File: src/rtl/instr_decode_seq.sv
// Instruction decoder and four-state sequencer that drives ALUandRF control inputs.
// Accepts one 16-bit instruction per handshake and pulses regWrite three cycles later.
module instr_decode_seq #(
  parameter int WIDTH = 16
) (
  input  logic             clk,
  input  logic             reset,
  input  logic             instrValid,
  input  logic [WIDTH-1:0] instruction,
  output logic             instrReady,
  output logic [3:0]       srcAddr,
  output logic [3:0]       dstAddr,
  output logic [WIDTH-1:0] immd,
  output logic             rTypeInstruction,
  output logic             shiftInstruction,
  output logic             pcInstruction,
  output logic             flagSet,
  output logic             copyInstruction,
  output logic [2:0]       aluOp,
  output logic             regWrite,
  output logic             illegal
);

  typedef enum logic [1:0] {IDLE, DECODE, EXECUTE, WRITEBACK} state_t;

  state_t           state, state_next;
  logic [WIDTH-1:0] instr_reg;
  logic [3:0]       op, ext, op_code;
  logic             dec_shift, dec_rtype, dec_flag, dec_copy, dec_legal;
  logic [2:0]       dec_alu;
  logic [WIDTH-1:0] dec_immd;

  assign pcInstruction = 1'b0;

  // Decode works only on the latched word, so a changing input bus never reaches the RF.
  always_comb begin
    op        = instr_reg[15:12];
    ext       = instr_reg[7:4];
    dec_shift = (op == 4'b1000);
    dec_rtype = (op == 4'b0000) || (dec_shift && (ext == 4'b0100 || ext == 4'b0110));
    op_code   = dec_rtype ? ext : op;
    dec_alu   = (op_code[3:2] == 2'b00) ? {1'b0, op_code[1:0]} : {op_code[3], 2'b00};
    dec_flag  = (dec_alu[1:0] == 2'b00);
    dec_copy  = (op_code == 4'b1101);
    dec_immd  = dec_flag ? {{(WIDTH-8){instr_reg[7]}}, instr_reg[7:0]}
                         : {{(WIDTH-8){1'b0}}, instr_reg[7:0]};
    case (op)
      4'b0000: dec_legal = (ext inside {4'b0001, 4'b0010, 4'b0011, 4'b0101, 4'b1001, 4'b1101});
      4'b1000: dec_legal = (ext inside {4'b0000, 4'b0001, 4'b0010, 4'b0011, 4'b0100, 4'b0110});
      4'b0001, 4'b0010, 4'b0011, 4'b0101, 4'b1001, 4'b1101: dec_legal = 1'b1;
      default: dec_legal = 1'b0;
    endcase
  end

  always_comb begin
    state_next = state;
    instrReady = 1'b0;
    regWrite   = 1'b0;
    illegal    = 1'b0;
    case (state)
      IDLE: begin
        instrReady = 1'b1;
        if (instrValid) state_next = DECODE;
      end
      DECODE: begin
        if (dec_legal) begin
          state_next = EXECUTE;
        end else begin
          illegal    = !reset;
          state_next = IDLE;
        end
      end
      EXECUTE: state_next = WRITEBACK;
      WRITEBACK: begin
        regWrite   = !reset;
        state_next = IDLE;
      end
      default: state_next = IDLE;
    endcase
  end

  // Control outputs load only for legal words, so a dropped encoding leaves the RF inputs untouched.
  always_ff @(posedge clk) begin
    if (reset) begin
      state            <= IDLE;
      instr_reg        <= '0;
      srcAddr          <= '0;
      dstAddr          <= '0;
      immd             <= '0;
      rTypeInstruction <= 1'b0;
      shiftInstruction <= 1'b0;
      flagSet          <= 1'b0;
      copyInstruction  <= 1'b0;
      aluOp            <= '0;
    end else begin
      state <= state_next;
      if (state == IDLE && instrValid) instr_reg <= instruction;
      if (state == DECODE && dec_legal) begin
        srcAddr          <= instr_reg[3:0];
        dstAddr          <= instr_reg[11:8];
        immd             <= dec_immd;
        rTypeInstruction <= dec_rtype;
        shiftInstruction <= dec_shift;
        flagSet          <= dec_flag;
        copyInstruction  <= dec_copy;
        aluOp            <= dec_alu;
      end
    end
  end

endmodule
File: config.mk
export PLATFORM = sky130hd
export DESIGN_NAME = instr_decode_seq
export DESIGN_NICKNAME = d
export VERILOG_FILES = /design/src/rtl/instr_decode_seq.sv
export SDC_FILE = /design/constraint.sdc
export NUM_CORES = 1
export LEC_CHECK = 0
export CORE_ASPECT_RATIO = 2
export CORE_UTILIZATION = 46
export CTS_CLUSTER_DIAMETER = 150
export DETAILED_ROUTE_END_ITERATION = 10
export GPL_TIMING_DRIVEN = 0
export PLACE_DENSITY_LB_ADDON = 0.15
export SYNTH_ARGS = -nofsm -noshare
export SYNTH_HDL_FRONTEND = slang
export SYNTH_SLANG_ARGS = --single-unit
File: constraint.sdc
create_clock -name clk -period 1.8 [get_ports clk]
set_clock_uncertainty 0.05 [all_clocks]
set_input_delay 0.18 -clock clk [delete_from_list [all_inputs] [get_ports clk]]
set_output_delay 0.18 -clock clk [all_outputs]
set_load 0.02 [all_outputs]
Word-level counts from Yosys, hierarchy flattened
Cells that the tools add are included.
{"block": "totals", "input_bits": 19, "word_cells": 55, "register_bits": 49, "out_inout_bits": 35}
{"block": "op_classes", "reduce_logical": 14, "n_eq_ne": 20, "n_mux": 11}
{"operator": "$eq A4 B4 Y1 const B", "n": 6}
{"operator": "$eq A4 B2 Y1 const B", "n": 4}
{"operator": "$eq A4 B3 Y1 const B", "n": 4}
{"operator": "$mux W16", "n": 1}
{"operator": "$reduce_bool A6 Y1", "n": 2}
{"operator": "$eq A4 B1 Y1 const B", "n": 2}
{"operator": "$logic_not A4 Y1", "n": 2}
{"operator": "$pmux W2 S4", "n": 1}
{"operator": "$logic_not A2 Y1", "n": 3}
{"operator": "$reduce_or A6 Y1", "n": 1}
{"operator": "$eq A2 B2 Y1 const B", "n": 2}
{"operator": "$mux W1", "n": 4}
{"operator": "$mux W2", "n": 2}
{"operator": "$mux W4", "n": 1}
{"operator": "$logic_and A1 B1 Y1", "n": 3}
{"operator": "$mux W3", "n": 1}
{"operator": "$pmux W1 S3", "n": 1}
{"operator": "$eq A2 B1 Y1 const B", "n": 1}
{"operator": "$logic_or A1 B1 Y1", "n": 2}
{"operator": "$ne A2 B2 Y1 const B", "n": 1}
{"operator": "$logic_not A1 Y1", "n": 1}

Logic depth before layout (Yosys ltp)
{"block": "depth", "word_depth": 9, "depth_mapped": 7, "depth_no_buf": 5}

Least setup slack after synthesis
OpenSTA, ideal clock, no wires.
{"block": "synth_path", "path_kind": "reg2out", "from": "reg instr_reg[4]", "to": "out illegal", "path_slack_ns": -0.127, "t_required_ns": 1.570, "stages_incl_launch_ff": 6, "arrival_time_ns": 1.697, "path_buffers": 0, "cell_sequence": "dfxtp_1 -> and2b_4 -> o21ai_4 -> nand2_1 -> o31a_1 -> nor4_1"}
{"block": "synth_between", "elab_chain_len": 5, "word_cells_on_any_way": 14, "classes_between": "eq/ne (8); mux (3); reduce/logical (3)"}
{"element": "start, declared", "line_no": "27", "text": "logic [WIDTH-1:0] instr_reg;"}
{"element": "start signal, assigned", "line_no": "97", "text": "if (state == IDLE && instrValid) instr_reg <= instruction;"}
{"element": "$eq A4 B1 Y1 (tied with other cells)", "line_no": "48, 49"}
{"element": "$reduce_bool A6 Y1, on equally long branches", "line_no": "49, 48"}
{"element": "$pmux W1 S3 (*)", "line_no": "47", "text": "case (op)"}
{"element": "$mux W1 (*)", "line_no": "66", "text": "if (dec_legal) begin"}
{"element": "$mux W1 (*)", "line_no": "60", "text": "case (state)"}
{"element": "end, declared", "line_no": "21", "text": "output logic illegal"}
Every way passes the cells marked *; elsewhere a longest branch is shown, timed or not.

Worst setup path after layout
{"block": "layout_path", "from": "reg instr_reg[15]", "to": "out illegal"}
{"block": "layout_between", "elab_chain_len": 5, "word_cells_on_any_way": 12, "classes_between": "eq/ne (7); mux (3); reduce/logical (2)"}
{"element": "$eq A4 B1 Y1 (tied with other cells)", "line_no": "47"}
{"element": "$reduce_or A6 Y1", "line_no": "47"}
{"element": "$pmux W1 S3 (*)", "line_no": "47"}
{"element": "$mux W1 (*)", "line_no": "66"}
{"element": "$mux W1 (*)", "line_no": "60"}
Marked as above.

==> impl.org <==
** Status
- The flow ran to the end, but the final reports show violations.
- Violations in the final reports :: setup timing

** CTS
- Worst skew pair latency :: between 200 and 300 ps
- Clock tree from TritonCTS :: yes
- Max Root-Sink Buffers :: 2
- Clock-pin transition on the worst setup and hold timing paths :: 70 ps
- The H-tree generated during clock tree synthesis spans 2 levels.
- Clock sinks :: 38
- Clock root cell :: sky130_fd_sc_hd__clkbuf_8
- Number of buffers added by the clock tree synthesis step :: 5

** Synthesis
- Share of the yosys chip area belonging to registers :: ~44%
- The share of synthesized area in the top cell type comes to between 40% and 50%.
- The synthesized design contains 0 enable-type register cells.
- Most area-hungry cell type in the Yosys netlist :: sky130_fd_sc_hd__dfxtp_1
- The mapped netlist covers 0.001724 mm^2.
- Mean cell area of the mapped netlist :: just under 9 um^2
- The number of nets handed over by synthesis was 217.
- Biggest area contributors in the synthesized netlist :: sky130_fd_sc_hd__dfxtp_1 (44%), sky130_fd_sc_hd__mux2i_1 (9.3%), sky130_fd_sc_hd__nand2_1 (7.6%)
- After technology mapping, the gate count stands at 198.
- Synthesis inferred 38 register bits.
- Number of distinct library cells after synthesis :: 39
- Most used DFF post-synth :: sky130_fd_sc_hd__dfxtp_1
- Share of flip-flops with an asynchronous set or reset after synthesis :: 0%
- During synthesis, Yosys emitted a total of 0 warnings.

** Floorplan
- Measured along the y axis, the die boundary spans around 89 um.
- 54 I/O pins were placed.
- The die is roughly 45 um wide.
- In this run the standard cell core region covers approximately 0.0036 mm^2.
- Die footprint :: around 0.0040 mm^2
- Starting utilization of the core area :: around 48%
- Site Rows :: 31

** Power and ir drop
- Final Total Pwr :: approximately 0.0022 W
- Leakage :: 0.9610 nW
- IR analysis of the VDD net gives a maximum drop of around 0.67 mV.
- Power per cell area :: 858.0 mW/mm^2

** Min path
- Worst Hold Path Cells :: 3
- Class of the tightest hold or removal check :: input pin to register

** Drt
- For this run, design rule violations remaining after detail routing come to 0.
- The detailed router finished its first iteration with 18 violations.
- Wirelength, routed :: about 4 mm
- The count of nets left with antenna violations once routing finished came out at 0.
- Summing over every cut layer, the via total after detailed routing is 1539.
- Dividing the detail-routed via count by the number of cells gives about 5.
- In the final routed layout, each cell accounts on average for 12.60 um.
- Drt first pass iters :: 4

** Setup path
- The number of buffers and inverters on the critical path is 2.
- STA classifies the critical path startpoint as a register.
- Worst EP arrival :: about 1700 ps
- The largest single stage delay on the critical path is about 310 ps.
- The worst setup path is captured at an output pin.
- Crit Path Max Fanout :: 9
- Path length in cells of the critical path :: 7
- Broken down by cell family, the worst path's largest delay share belongs to compound AO/OA/AOI/OAI gates.
- Cell breakdown of the critical path :: buf_6 > and2b_4 > o21ai_4 > nand2_1 > o31a_1 > nor4_2 > buf_4
- Highest-delay cell along the critical path :: sky130_fd_sc_hd__dfxtp_1
- CP required :: roughly 1600 ps
- The setup path with the least slack is of type register to output pin.
- R2R Setup Slk :: 50 ps
- Count of cells along the worst register-to-register path :: 7

** STA
- In this run the tightest slew margin relative to its limit is 63.11%.
- Adding up every negative setup slack in the final design gives -132.3 ps.
- Setup repair after global routing could not meet its margin everywhere.
- Crit path setup slack, layout :: -132.3 ps
- Max Transition Viols Final :: 0
- After layout, the worst path uses 107.4% of the clock period.
- For the pin with the worst max-slew slack, the measured transition is approximately 550 ps.
- Fin crit period :: 1932 ps
- Final number of setup-violating endpoints :: 1
- Hold Vio Cnt, Final :: 0
- Derived from the worst setup path, the maximum achievable clock frequency is 517.5 MHz.

** Placement
- Minimum setup slack after placement :: -437.2 ps
- Number of input and output port buffers inserted :: 52
- Final weighted congestion of routability-driven global placement :: between 0.7 and 0.8
- In this run the cell area measured after placement is 0.002312 mm^2.
- Once detailed placement completed, the half-perimeter wirelength came to roughly 2.8 mm.

** Final layout
- Of the cells placed in the final design, the portion with a size suffix greater than 1 is 19.62%.
- The library cells used most frequently in the layout, excluding fill and tap cells, are sky130_fd_sc_hd__clkdlybuf4s50_1 (50), sky130_fd_sc_hd__nand2_1 (35), sky130_fd_sc_hd__dfxtp_1 (34).
- The layout has 329 filler cells.
- The register with the most flip-flops in the layout has 16 of them.
- Compared with the post-synthesis result, the final layout area differs by 46.15%.
- Post-route cell area :: 0.002520 mm^2
- Most common cell after layout, fill and taps aside :: sky130_fd_sc_hd__clkdlybuf4s50_1
- Net count reported at finish :: ~280
- N_diodes :: 0
- End-of-flow core utilization :: 69.86%

** Global routing
- The number of global-route vias before repair came to between 1000 and 1500.
- Global routing consumed, over all layers together, a little over a fifth of the routing resources.
- Grt ovf :: 0
- First-pass GRT wire length :: 6.161 mm
- Number of antenna violations at the first check in global routing :: 0
- Entering global routing, the biggest net connects 13 pins.

** Flow run
- Number of max-cap violations :: 0
==> tightest hold or removal path, cell delays in order <==
cell                              delay [ps]
sky130_fd_sc_hd__clkdlybuf4s50_1         390
sky130_fd_sc_hd__nand2_1                  50
sky130_fd_sc_hd__a21oi_1                  50
==> cell usage after synthesis, types with 3 or more instances <==
cell / count
sky130_fd_sc_hd__nor2_1: 25
sky130_fd_sc_hd__a21oi_1: 20
sky130_fd_sc_hd__buf_4: 13
sky130_fd_sc_hd__nand3_1: 3
sky130_fd_sc_hd__dfxtp_1: 38
sky130_fd_sc_hd__nand2_1: 35
sky130_fd_sc_hd__nand2b_2: 3
sky130_fd_sc_hd__buf_6: 3
sky130_fd_sc_hd__o21ai_0: 3
sky130_fd_sc_hd__mux2i_1: 16
sky130_fd_sc_hd__nor3_1: 3
sky130_fd_sc_hd__clkbuf_1: 5
==> final timing paths <==
kind,start,to
worst max-delay path,instr_reg[15],illegal
worst min-delay path,instruction[3],instr_reg[3]
worst max register to register,instr_reg[6],immd[5]
worst min register to register,instr_reg[0],instr_reg[0]
==> layer usage <==
layer / GRT usage (%) / vias to the layer above / wire length, um
met5: 0 / - / 0
met4: 10.47 / 0 / 72
met3: 3.673 / 6 / 112
met2: 39.13 / 42 / 2221
met1: 22.42 / 715 / 1550
li1: - / 776 / -
==> kinds of logic (layout without fill, tap and decap cells) <==
logic type	Yosys count	after routing	synth area share, %
AOI/OAI and AO/OA	34	34	13.06
buffers and inverters	27	94	11.39
DFF	38	38	44.12
muxes	16	16	9.289
other	1	1	0.2175
and+or+nand+nor	82	82	21.92
==> where the power goes <==
| part | leakage [nW] | internal [W] | total [W] | switching, W |
|---|---|---|---|---|
| Sequential | 0.312 | 0.000878 | 0.000906 | 0.0000282 |
| Clock | 0.0714 | 0.000591 | 0.000890 | 0.000299 |
| Combinational | 0.578 | 0.000180 | 0.000366 | 0.000186 |
| Total | 0.961 | 0.00165 | 0.00216 | 0.000514 |
==> what timing repair did <==
item,4_1_cts,5_1_grt
pin swaps,1,0
resized for setup,12,5
hold buffers,0,0
gates cloned,0,1
buffers inserted,1,5
endpoints found under the setup margin,2,25
==> cell type report <==
type / instances / area [um^2] / area share (%)
buffer: 25 / 190.2 / 7.547
clock buffer: 6 / 82.58 / 3.277
clock inverter: 2 / 60.06 / 2.383
inverter: 2 / 7.507 / 0.2979
multi-input combinational: 133 / 777.0 / 30.83
sequential: 38 / 770.7 / 30.59
tap: 49 / 61.31 / 2.433
timing repair buffer: 59 / 570.5 / 22.64
==> per-stage QoR <==
stage	hold slack, ps	instances
detailed placement	396.6	299
global placement	390.4	299
CTS	372.5	308
global route	390.4	314
finish	377.4	314
floorplan	263.3	198
(Power assumes the default switching activity.)
